**src/rtl/pf_pipeline_pkg.sv**
```systemverilog
// Shared pipeline definitions: hazard FSM state encoding, operand forwarding
// select codes and nPC source select codes.
package pf_pipeline_pkg;

    localparam int unsigned REG_W = 5;

    typedef enum logic [1:0] {
        StRun   = 2'd0,
        StStall = 2'd1,
        StAnnul = 2'd2
    } hz_state_e;

    typedef logic [1:0] fwd_sel_t;

    localparam fwd_sel_t FWD_RF  = 2'b00;
    localparam fwd_sel_t FWD_EX  = 2'b01;
    localparam fwd_sel_t FWD_MEM = 2'b10;
    localparam fwd_sel_t FWD_WB  = 2'b11;

    typedef logic [1:0] npc_sel_t;

    localparam npc_sel_t NPC_SEQ    = 2'b00;
    localparam npc_sel_t NPC_TARGET = 2'b01;

endpackage

```
**src/rtl/forward_select.sv**
```systemverilog
// Per-operand forwarding priority matcher: the youngest writing stage (EX, then
// MEM, then WB) whose destination equals the operand supplies the value.
module forward_select
    import pf_pipeline_pkg::*;
#(
    parameter int unsigned REG_W = pf_pipeline_pkg::REG_W
) (
    input  logic             i_enable,
    input  logic [REG_W-1:0] i_src,
    input  logic [REG_W-1:0] i_ex_rd,
    input  logic             i_ex_en,
    input  logic             i_ex_load,
    input  logic [REG_W-1:0] i_mem_rd,
    input  logic             i_mem_en,
    input  logic [REG_W-1:0] i_wb_rd,
    input  logic             i_wb_en,
    output fwd_sel_t         o_sel
);

    logic w_src_nz;
    logic w_ex_hit;
    logic w_mem_hit;
    logic w_wb_hit;

    assign w_src_nz  = (i_src != '0);
    // A load in EX has no result yet; the stall logic covers that case.
    assign w_ex_hit  = i_ex_en && !i_ex_load && (i_ex_rd == i_src);
    assign w_mem_hit = i_mem_en && (i_mem_rd == i_src);
    assign w_wb_hit  = i_wb_en && (i_wb_rd == i_src);

    always_comb begin
        o_sel = FWD_RF;
        if (i_enable && w_src_nz) begin
            if (w_ex_hit) begin
                o_sel = FWD_EX;
            end else if (w_mem_hit) begin
                o_sel = FWD_MEM;
            end else if (w_wb_hit) begin
                o_sel = FWD_WB;
            end
        end
    end

endmodule

```
**src/rtl/hazard_forwarding_unit.sv**
```systemverilog
// ID-stage hazard, annul and forwarding control. Optional statistics counters
// are enabled with the HAZARD_STATS_EN macro.
module hazard_forwarding_unit
    import pf_pipeline_pkg::*;
#(
    parameter int unsigned REG_W = pf_pipeline_pkg::REG_W,
    parameter int unsigned CNT_W = 16
) (
    input  logic             Clk,
    input  logic             R,
    input  logic [REG_W-1:0] ID_rs1,
    input  logic [REG_W-1:0] ID_rs2,
    input  logic [REG_W-1:0] ID_rd,
    input  logic             ID_use_rs1,
    input  logic             ID_use_rs2,
    input  logic             ID_store,
    input  logic             ID_B_instr,
    input  logic             ID_Call_instr,
    input  logic             ID_29_a,
    input  logic             branch_taken,
    input  logic             branch_always,
    input  logic [REG_W-1:0] EX_rd,
    input  logic [REG_W-1:0] MEM_rd,
    input  logic [REG_W-1:0] WB_rd,
    input  logic             EX_RF_enable,
    input  logic             MEM_RF_enable,
    input  logic             WB_RF_enable,
    input  logic             EX_load_instr,
    output logic             S,
    output logic             PC_LE,
    output logic             nPC_LE,
    output logic             IFID_LE,
    output logic [1:0]       npc_sel,
    output logic [1:0]       fwd_a,
    output logic [1:0]       fwd_b,
    output logic [1:0]       fwd_pd,
    output logic [1:0]       hz_state
`ifdef HAZARD_STATS_EN
    ,
    output logic [CNT_W-1:0] stall_count,
    output logic [CNT_W-1:0] annul_count
`endif
);

    hz_state_e r_state;
    hz_state_e w_state_next;
    logic      w_load_use;
    logic      w_redirect;
    logic      w_annul_slot;
    logic      w_fwd_en;

    assign w_load_use = EX_load_instr && EX_RF_enable && (EX_rd != '0) &&
                        ((ID_use_rs1 && (EX_rd == ID_rs1)) ||
                         (ID_use_rs2 && (EX_rd == ID_rs2)) ||
                         (ID_store   && (EX_rd == ID_rd)));

    assign w_redirect   = ID_Call_instr || (ID_B_instr && branch_taken);
    assign w_annul_slot = ID_B_instr && ID_29_a && (!branch_taken || branch_always);

    always_ff @(posedge Clk or negedge R) begin
        if (!R) begin
            r_state <= StRun;
        end else begin
            r_state <= w_state_next;
        end
    end

    always_comb begin
        w_state_next = StRun;
        S            = 1'b0;
        PC_LE        = 1'b1;
        nPC_LE       = 1'b1;
        IFID_LE      = 1'b1;
        npc_sel      = NPC_SEQ;
        w_fwd_en     = 1'b1;
        case (r_state)
            StRun: begin
                if (w_load_use) begin
                    // Hold IF/ID so the branch, if any, is re-evaluated next cycle.
                    S            = 1'b1;
                    PC_LE        = 1'b0;
                    nPC_LE       = 1'b0;
                    IFID_LE      = 1'b0;
                    w_state_next = StStall;
                end else begin
                    if (w_redirect) begin
                        npc_sel = NPC_TARGET;
                    end
                    if (w_annul_slot) begin
                        w_state_next = StAnnul;
                    end
                end
            end
            StStall: begin
                if (w_redirect) begin
                    npc_sel = NPC_TARGET;
                end
                if (w_annul_slot) begin
                    w_state_next = StAnnul;
                end
            end
            StAnnul: begin
                S        = 1'b1;
                w_fwd_en = 1'b0;
            end
            default: begin
                S        = 1'b1;
                w_fwd_en = 1'b0;
            end
        endcase
        if (!R) begin
            S            = 1'b1;
            PC_LE        = 1'b1;
            nPC_LE       = 1'b1;
            IFID_LE      = 1'b1;
            npc_sel      = NPC_SEQ;
            w_fwd_en     = 1'b0;
            w_state_next = StRun;
        end
    end

    assign hz_state = r_state;

    forward_select #(
        .REG_W (REG_W)
    ) u_fwd_a (
        .i_enable  (w_fwd_en),
        .i_src     (ID_rs1),
        .i_ex_rd   (EX_rd),
        .i_ex_en   (EX_RF_enable),
        .i_ex_load (EX_load_instr),
        .i_mem_rd  (MEM_rd),
        .i_mem_en  (MEM_RF_enable),
        .i_wb_rd   (WB_rd),
        .i_wb_en   (WB_RF_enable),
        .o_sel     (fwd_a)
    );

    forward_select #(
        .REG_W (REG_W)
    ) u_fwd_b (
        .i_enable  (w_fwd_en),
        .i_src     (ID_rs2),
        .i_ex_rd   (EX_rd),
        .i_ex_en   (EX_RF_enable),
        .i_ex_load (EX_load_instr),
        .i_mem_rd  (MEM_rd),
        .i_mem_en  (MEM_RF_enable),
        .i_wb_rd   (WB_rd),
        .i_wb_en   (WB_RF_enable),
        .o_sel     (fwd_b)
    );

    forward_select #(
        .REG_W (REG_W)
    ) u_fwd_pd (
        .i_enable  (w_fwd_en),
        .i_src     (ID_rd),
        .i_ex_rd   (EX_rd),
        .i_ex_en   (EX_RF_enable),
        .i_ex_load (EX_load_instr),
        .i_mem_rd  (MEM_rd),
        .i_mem_en  (MEM_RF_enable),
        .i_wb_rd   (WB_rd),
        .i_wb_en   (WB_RF_enable),
        .o_sel     (fwd_pd)
    );

`ifdef HAZARD_STATS_EN
    logic [CNT_W-1:0] r_stall_cnt;
    logic [CNT_W-1:0] r_annul_cnt;
    logic             w_stall_entry;
    logic             w_annul_entry;

    assign w_stall_entry = (w_state_next == StStall) && (r_state != StStall);
    assign w_annul_entry = (w_state_next == StAnnul) && (r_state != StAnnul);

    always_ff @(posedge Clk or negedge R) begin
        if (!R) begin
            r_stall_cnt <= '0;
            r_annul_cnt <= '0;
        end else begin
            if (w_stall_entry && (r_stall_cnt != '1)) begin
                r_stall_cnt <= r_stall_cnt + CNT_W'(1);
            end
            if (w_annul_entry && (r_annul_cnt != '1)) begin
                r_annul_cnt <= r_annul_cnt + CNT_W'(1);
            end
        end
    end

    assign stall_count = r_stall_cnt;
    assign annul_count = r_annul_cnt;
`else
    logic [CNT_W-1:0] w_unused_cnt;
    assign w_unused_cnt = '0;
`endif

endmodule

```
**config.mk**
```make
export PLATFORM = sky130hd
export DESIGN_NAME = hazard_forwarding_unit
export DESIGN_NICKNAME = d
export VERILOG_FILES = /design/src/rtl/pf_pipeline_pkg.sv /design/src/rtl/forward_select.sv /design/src/rtl/hazard_forwarding_unit.sv
export SDC_FILE = /design/constraint.sdc
export NUM_CORES = 1
export LEC_CHECK = 0
export ABC_AREA = 1
export CORE_MARGIN = 8
export CORE_UTILIZATION = 40
export CTS_CLUSTER_SIZE = 28
export DETAILED_ROUTE_END_ITERATION = 6
export PLACE_DENSITY = 0.85
export SYNTH_ARGS = -nofsm -noshare
export SYNTH_HDL_FRONTEND = slang
export SYNTH_SLANG_ARGS = --single-unit
```
**constraint.sdc**
```tcl
create_clock -name Clk -period 2.58 [get_ports Clk]
set_input_delay 0.258 -clock Clk [delete_from_list [all_inputs] [get_ports Clk]]
set_output_delay 0.258 -clock Clk [all_outputs]
set_load 0.01 [all_outputs]
```
==> out/metrics.cfg, run 1 <==
[clock_tree]
clock-root-buffer=clkbuf_4
clock_path_buffers=2
cts.reportedPaths.clkPinSlew_ns=0.03
cts_resized=0
cts_max_level=1
hold_buffers=0
cts_num_sinks=2
cts_setup_buffers=0
worstSkewPairLatency_ns=0.24
cts_buffers=3
cts_tree=done

[finish]
largest_reg_flops=2
syn2layout_area_growth_pct=62.22
fillers=200
insertedDiodeCount=0
layout.nets=288
drive_gt1_share_pct=7.025
post-route-util_pct=69.52

[power]
power_uw=332.3
p_leak_uw=0.0007222
p_per_area_nw_per_um2=214.0
ir_drop_v=0.0001802

[floorplan]
initial_utilization_pct=42.86
dieArea_sq_um=4214
die_w_um=64.92
rows=17
coreArea_sq_um=2233
chipHeight_um=64.92
io_pins=58

[route]
drt_wl_total_um=3826
drtAntennaViolNets=0
via_count=1374
vias_per_cell=5.089
first_iter_violations=87
detail_route.wl_per_cell_um=14.17
route.detailed.drc=0
first_pass_iters=5

[synth]
syn_nets=230
synth-main-ff-cell=dfrtp_1
async_flop_share_pct=100.0
syn_area_sq_um=957.2
synth_edf_count=0
syn_inst=186
ys_seq_area_share_pct=5.229
synth_area_per_cell_sq_um=5.146
ys_ff_latch=2
synthDistinctLibCells=22
synth_warnings=0

[grt]
antenna_found_initial=0
grt_pass1_vias=1350
overflow=0
grt_usage_pct=18.62
grt_pass1_wl_um=6375
grt_max_degree=9

[job]
maxCapViolCount=0

[worst_hold_path]
hold_class=input port to asynchronous set/reset pin

[worst_setup_path]
crit_path_end_kind=output pin
arrival_ns=2.12
critPathMaxFanout=4
required_ns=2.32
cp-start-kind=input port
crit_type=input port to output pin

[sta]
max_freq_ghz=0.4211
rsz0062_at_grt=no
setup-violations-final=0
fin_crit_ns=2.375
slew_violations=0
post-route-period-util_pct=92.05
finalHoldViolCount=0
skew_ns=0.005743
fin_tns_setup_ns=0

[placement]
dp.final_hpwl_um=3297
gp_congestion=1.018
port_buffers=56

[outcome]
status=finished, final reports clean

## layout by cell type, fill, tap and decap left out
cell / netlist / layout
inv_1: 25 / 25
dfrtp_1: 2 / 2
nor2_8: 1 / 1
o22ai_1: 6 / 6
nor3_1: 1 / 1
nand3_1: 5 / 5
or2_0: 1 / 1
o21ai_1: 1 / 1
nand3_2: 2 / 2
nand2_1: 61 / 61
nand4_2: 1 / 1
o2111ai_1: 3 / 3
xor2_1: 3 / 3
clkbuf_4: 0 / 3
conb_1: 1 / 1
inv_2: 7 / 7
nor2_1: 17 / 17
xnor2_1: 9 / 9
o21ai_0: 8 / 8
nor2_2: 3 / 3
nand4_1: 13 / 13
a21oi_1: 13 / 13
clkdlybuf4s50_1: 0 / 56
## metal layers
layer	up-vias	track usage, %	part of all wire [%]	wire length, um
li1	717	-	-	-
met1	583	24.78	46	1749
met2	70	29.69	45	1733
met3	4	4.124	8.3	319
met4	0	4.087	0.60	23
met5	-	0	0	0
## per-stage QoR
step	hold WS, ns	setup slack, ns	std cells	area [sq um]
3_5_place_dp	0.4501	0.2376	267	1530
2_1_floorplan	-0.03759	1.287	186	957.2
6_report	0.1980	0.2051	270	1553
4_1_cts	0.1983	0.2315	270	1553
3_3_place_gp	0.4441	0.2365	267	1530
5_1_grt	0.2059	0.07952	270	1553
## worst max-delay path, cell delays in order
cell,delay (ns)
clkdlybuf4s50_1,0.58
inv_1,0.12
nand2_1,0.07
nand2_1,0.05
nor2_1,0.15
nand4_1,0.16
a21oi_1,0.18
clkdlybuf4s50_1,0.55
## final timing paths
kind,start,to,slack (ns),cells past startpoint
setup / recovery,ID_rs1[2],fwd_a[0],0.21,8
hold / removal,R,hz_state[1]$_DFF_PN0_,0.20,1
setup reg to reg,hz_state[1]$_DFF_PN0_,hz_state[1]$_DFF_PN0_,1.58,3
hold reg to reg,hz_state[1]$_DFF_PN0_,hz_state[0]$_DFF_PN0_,0.69,3
max in group asynchronous,R,hz_state[0]$_DFF_PN0_,2.24,1
min in group Clk,ID_29_a,hz_state[1]$_DFF_PN0_,0.62,3
## cells in the mapped netlist (3+ instances only)
library cell  count  share of area, %
nand2_1          61                24
inv_1            25               9.8
nor2_1           17               6.7
a21oi_1          13               6.8
nand4_1          13               8.5
xnor2_1           9               8.2
o21ai_0           8               4.2
inv_2             7               2.7
o22ai_1           6               3.9
nand3_1           5               2.6
buf_4             3               2.4
nor2_2            3               2.0
o2111ai_1         3               2.7
xor2_1            3               2.7
## report_power, final
group	switching (uW)	internal, uW
combinational	113	110
sequential	1.00	32.3
clock	24.5	51.8
## cell families after synthesis
kind of cell,count (synthesis),synth area share [%]
xor gates and xnor gates,12,10.98
DFF,2,5.229
other,1,0.3918
buffers and inverters,35,14.90
and+or+nand+nor,105,50.33
AOI/OAI and AO/OA,31,18.17
## cell type report
cell class,count,area [sq um],share of cell area [%]
Clock buffer,3,22.52,1.450
Multi-Input combinational cell,149,764.5,49.23
Tap cell,28,35.03,2.256
Inverter,32,120.1,7.736
Timing Repair Buffer,56,560.5,36.10
Sequential cell,2,50.05,3.223
Note: power is estimated with default switching activity, not from simulation.
==> inputs of run 2 (changes only) <==
--- a/config.mk
+++ b/config.mk
@@ -5,12 +5,11 @@
 export SDC_FILE = /design/constraint.sdc
 export NUM_CORES = 1
 export LEC_CHECK = 0
-export ABC_AREA = 1
 export CORE_MARGIN = 8
-export CORE_UTILIZATION = 40
+export CORE_UTILIZATION = 37
 export CTS_CLUSTER_SIZE = 28
 export DETAILED_ROUTE_END_ITERATION = 6
-export PLACE_DENSITY = 0.85
+export PLACE_DENSITY = 0.86
 export SYNTH_ARGS = -nofsm -noshare
 export SYNTH_HDL_FRONTEND = slang
 export SYNTH_SLANG_ARGS = --single-unit
==> constraint.sdc (replaced) <==
create_clock -name Clk -period 2.85 [get_ports Clk]
set_input_delay 0.285 -clock Clk [delete_from_list [all_inputs] [get_ports Clk]]
set_output_delay 0.285 -clock Clk [all_outputs]
set_load 0.01 [all_outputs]
==> run 2 against run 1 <==
  * Clock skew is 0.0042 ns lower
  * Design area shrank 8.9%
  * Sequential share of layout area up 0.31 points
  * Critical path depth fell by 1
  * Critical path type unchanged
==> out/metrics.cfg, run 2 <==
[outcome]
status=finished, final reports clean

[clock_tree]
cts_num_sinks=2
worstSkewPairLatency_ns=0.22
hold_buffers=0
clock-root-buffer=clkbuf_4
cts_buffers=3
cts_setup_buffers=0
cts_resized=0
clock_path_buffers=2
cts_tree=done
cts_max_level=1
cts.reportedPaths.clkPinSlew_ns=0.03

[placement]
dp.cells=192
port_buffers=56
gp_congestion=0.9115
pre_cts_slack_ns=0.1333
dp.final_hpwl_um=2756

[worst_setup_path]
cp_slowest_stage_delay_ns=0.62
required_ns=2.57
critPathMostFrequentCell=clkdlybuf4s50_1
critical_path.cell_chain=clkdlybuf4s50_1, xor2_1, nor3_2, and3_1, o31a_1, nor3b_2, clkdlybuf4s50_1
r2r_cells=3
crit_path_end_kind=output pin
cp_slowest_cell=clkdlybuf4s50_1
rr_endpoint=hz_state[0]$_DFF_PN0_
cp-start-kind=input port
rrSetupSlack_ns=1.69
crit_type=input port to output pin
arrival_ns=2.49
critPathMaxFanout=5
reg2reg_from=hz_state[0]$_DFF_PN0_

[synth]
synth_xor_area_share_pct=49.22
syn_nets=154
ys_ff_latch=2
synth_simple_gate_area_share_pct=33.28
synth_top_family_by_area=XOR/XNOR gates
syn_area_sq_um=800.8
ys_seq_area_share_pct=6.250
yosysMostFrequentCell=xor2_1
synth_compound_area_share_pct=7.500
ys_top_cells_by_area=xor2_1, xnor2_1, dfrtp_1, nor4_1, nand3_1
syn_inst=110
ys_top_cells_by_count=xor2_1, xnor2_1, nand3_1, nor2_1
synth_area_per_cell_sq_um=7.280
synth-main-ff-cell=dfrtp_1
yosys.area.top_type=xor2_1
synth_fa_ha_area_share_pct=0
netlist.area_leader.share_pct=31.72
async_flop_share_pct=100.0
synthDistinctLibCells=24
muxShareOfSynthArea_pct=0
synth_edf_count=0
synth_warnings=0

[power]
ir_drop_v=0.0001828
clkPwrFrac_pct=22.8
p_per_area_nw_per_um2=197.1
power_frac_seq_pct=10.6
p_comb_share_pct=66.6
switching_share_pct=36.08
p_int_uw=178.2
p_leak_uw=0.0005238
power_switching_uw=100.6

[route]
detail_route.wl_per_cell_um=16.99
vias_per_cell=5.456
via_count=1064
drtAntennaViolNets=0
first_iter_violations=58
drt_wl_total_um=3314
first_pass_iters=4
route.detailed.drc=0

[floorplan]
rows=17
initial_utilization_pct=37.65
chipHeight_um=62.52
die_w_um=62.52
io_pins=58
coreArea_sq_um=2127
dieArea_sq_um=3909

[sta]
setup-violations-final=0
post-route-period-util_pct=97.42
finalHoldViolCount=0
setup_slack_ns=0.07353
fin_crit_ns=2.776
max_freq_ghz=0.3602
slew_violations=0
skew_ns=0.001532
rsz0062_at_grt=no
fin_hold_ws_ns=0.2297
fin_tns_setup_ns=0

[grt]
grt_util_met1_pct=16.21
grt_pass1_wl_um=5195
grt_use_met2_pct=30.79
grt_max_degree=6
grt_usage_pct=15.72
grt_busiest_layer=met2
antenna_found_initial=0
overflow=0
grt_pass1_vias=1136
use_met3_pct=3.584

[finish]
mostFrequentLayoutCell=clkdlybuf4s50_1
fillers=179
regArea_sq_um=50.05
syn2layout_area_growth_pct=76.72
drive_gt1_share_pct=4.192
layout.nets=213
multi_input_area_sq_um=735.7
post-route-util_pct=66.53
largest_reg_flops=2
insertedDiodeCount=0
final_cell_mix=clkdlybuf4s50_1, xor2_1, xnor2_1
fin_cells=195

[job]
maxCapViolCount=0

[worst_hold_path]
hold_class=input port to asynchronous set/reset pin

==> run 2: worst max-delay path: cells and delay by family <==
family,cells,cell delay (ns)
buffers and inverters,2,1.18
AND/OR/NAND/NOR,3,0.46
AO/OA/AOI/OAI,1,0.35
XOR/XNOR,1,0.21
==> run 2: power groups by stage <==
stage,sequential (uW),clock (uW),combinational (uW)
after floorplan,30.2,0,71.6
after global placement,29.8,0,175
final,29.6,63.6,186
after CTS,29.5,64.0,181
after detailed placement,29.9,0,179
after global routing,29.6,68.3,198
==> run 2: layout make-up <==
cell class / count / share of cell area, %
well taps: 28 / 2.476
flip-flops and latches: 2 / 3.537
repair buffers: 57 / 40.14
inverters: 1 / 0.2653
multi-input cells: 104 / 51.99
clock buffers: 3 / 1.592
==> run 2: how the worst max path moves through the flow <==
stage / to / slack [ns] / from
after floorplan: PC_LE / 1.26 / EX_rd[2]
after global placement: S / 0.13 / EX_rd[2]
after detailed placement: S / 0.13 / EX_rd[2]
after CTS: S / 0.08 / EX_rd[2]
after global routing: npc_sel[0] / 0.001 / EX_rd[2]
final: npc_sel[0] / 0.07 / EX_rd[2]
==> run 2: through the flow <==
stage | power, uW | area, sq um
after floorplan | 101.8 | 800.8
after global placement | 204.5 | 1381
after detailed placement | 209.1 | 1381
after CTS | 274.7 | 1404
after global routing | 295.6 | 1415
final | 278.9 | 1415
==> run 2: metal layers <==
layer,routed length (um),vias to the layer above
met1,1280,486
met2,1726,67
li1,-,497
met5,0,-
met4,81,0
met3,226,14
==> run 2: cells by family after synthesis <==
group / count (synthesis)
simple gates: 48
xor+xnor: 45
other cells: 1
flops: 2
buf+inv: 4
compound gates: 10
==> inputs of run 3 (changes only) <==
--- a/config.mk
+++ b/config.mk
@@ -7,6 +7,7 @@
 export LEC_CHECK = 0
 export CORE_MARGIN = 8
 export CORE_UTILIZATION = 37
+export CTS_CLUSTER_DIAMETER = 40
 export CTS_CLUSTER_SIZE = 28
 export DETAILED_ROUTE_END_ITERATION = 6
 export PLACE_DENSITY = 0.86
==> results of run 3 <==
The final DEF is identical to that of run 2; final timing and power are the same.
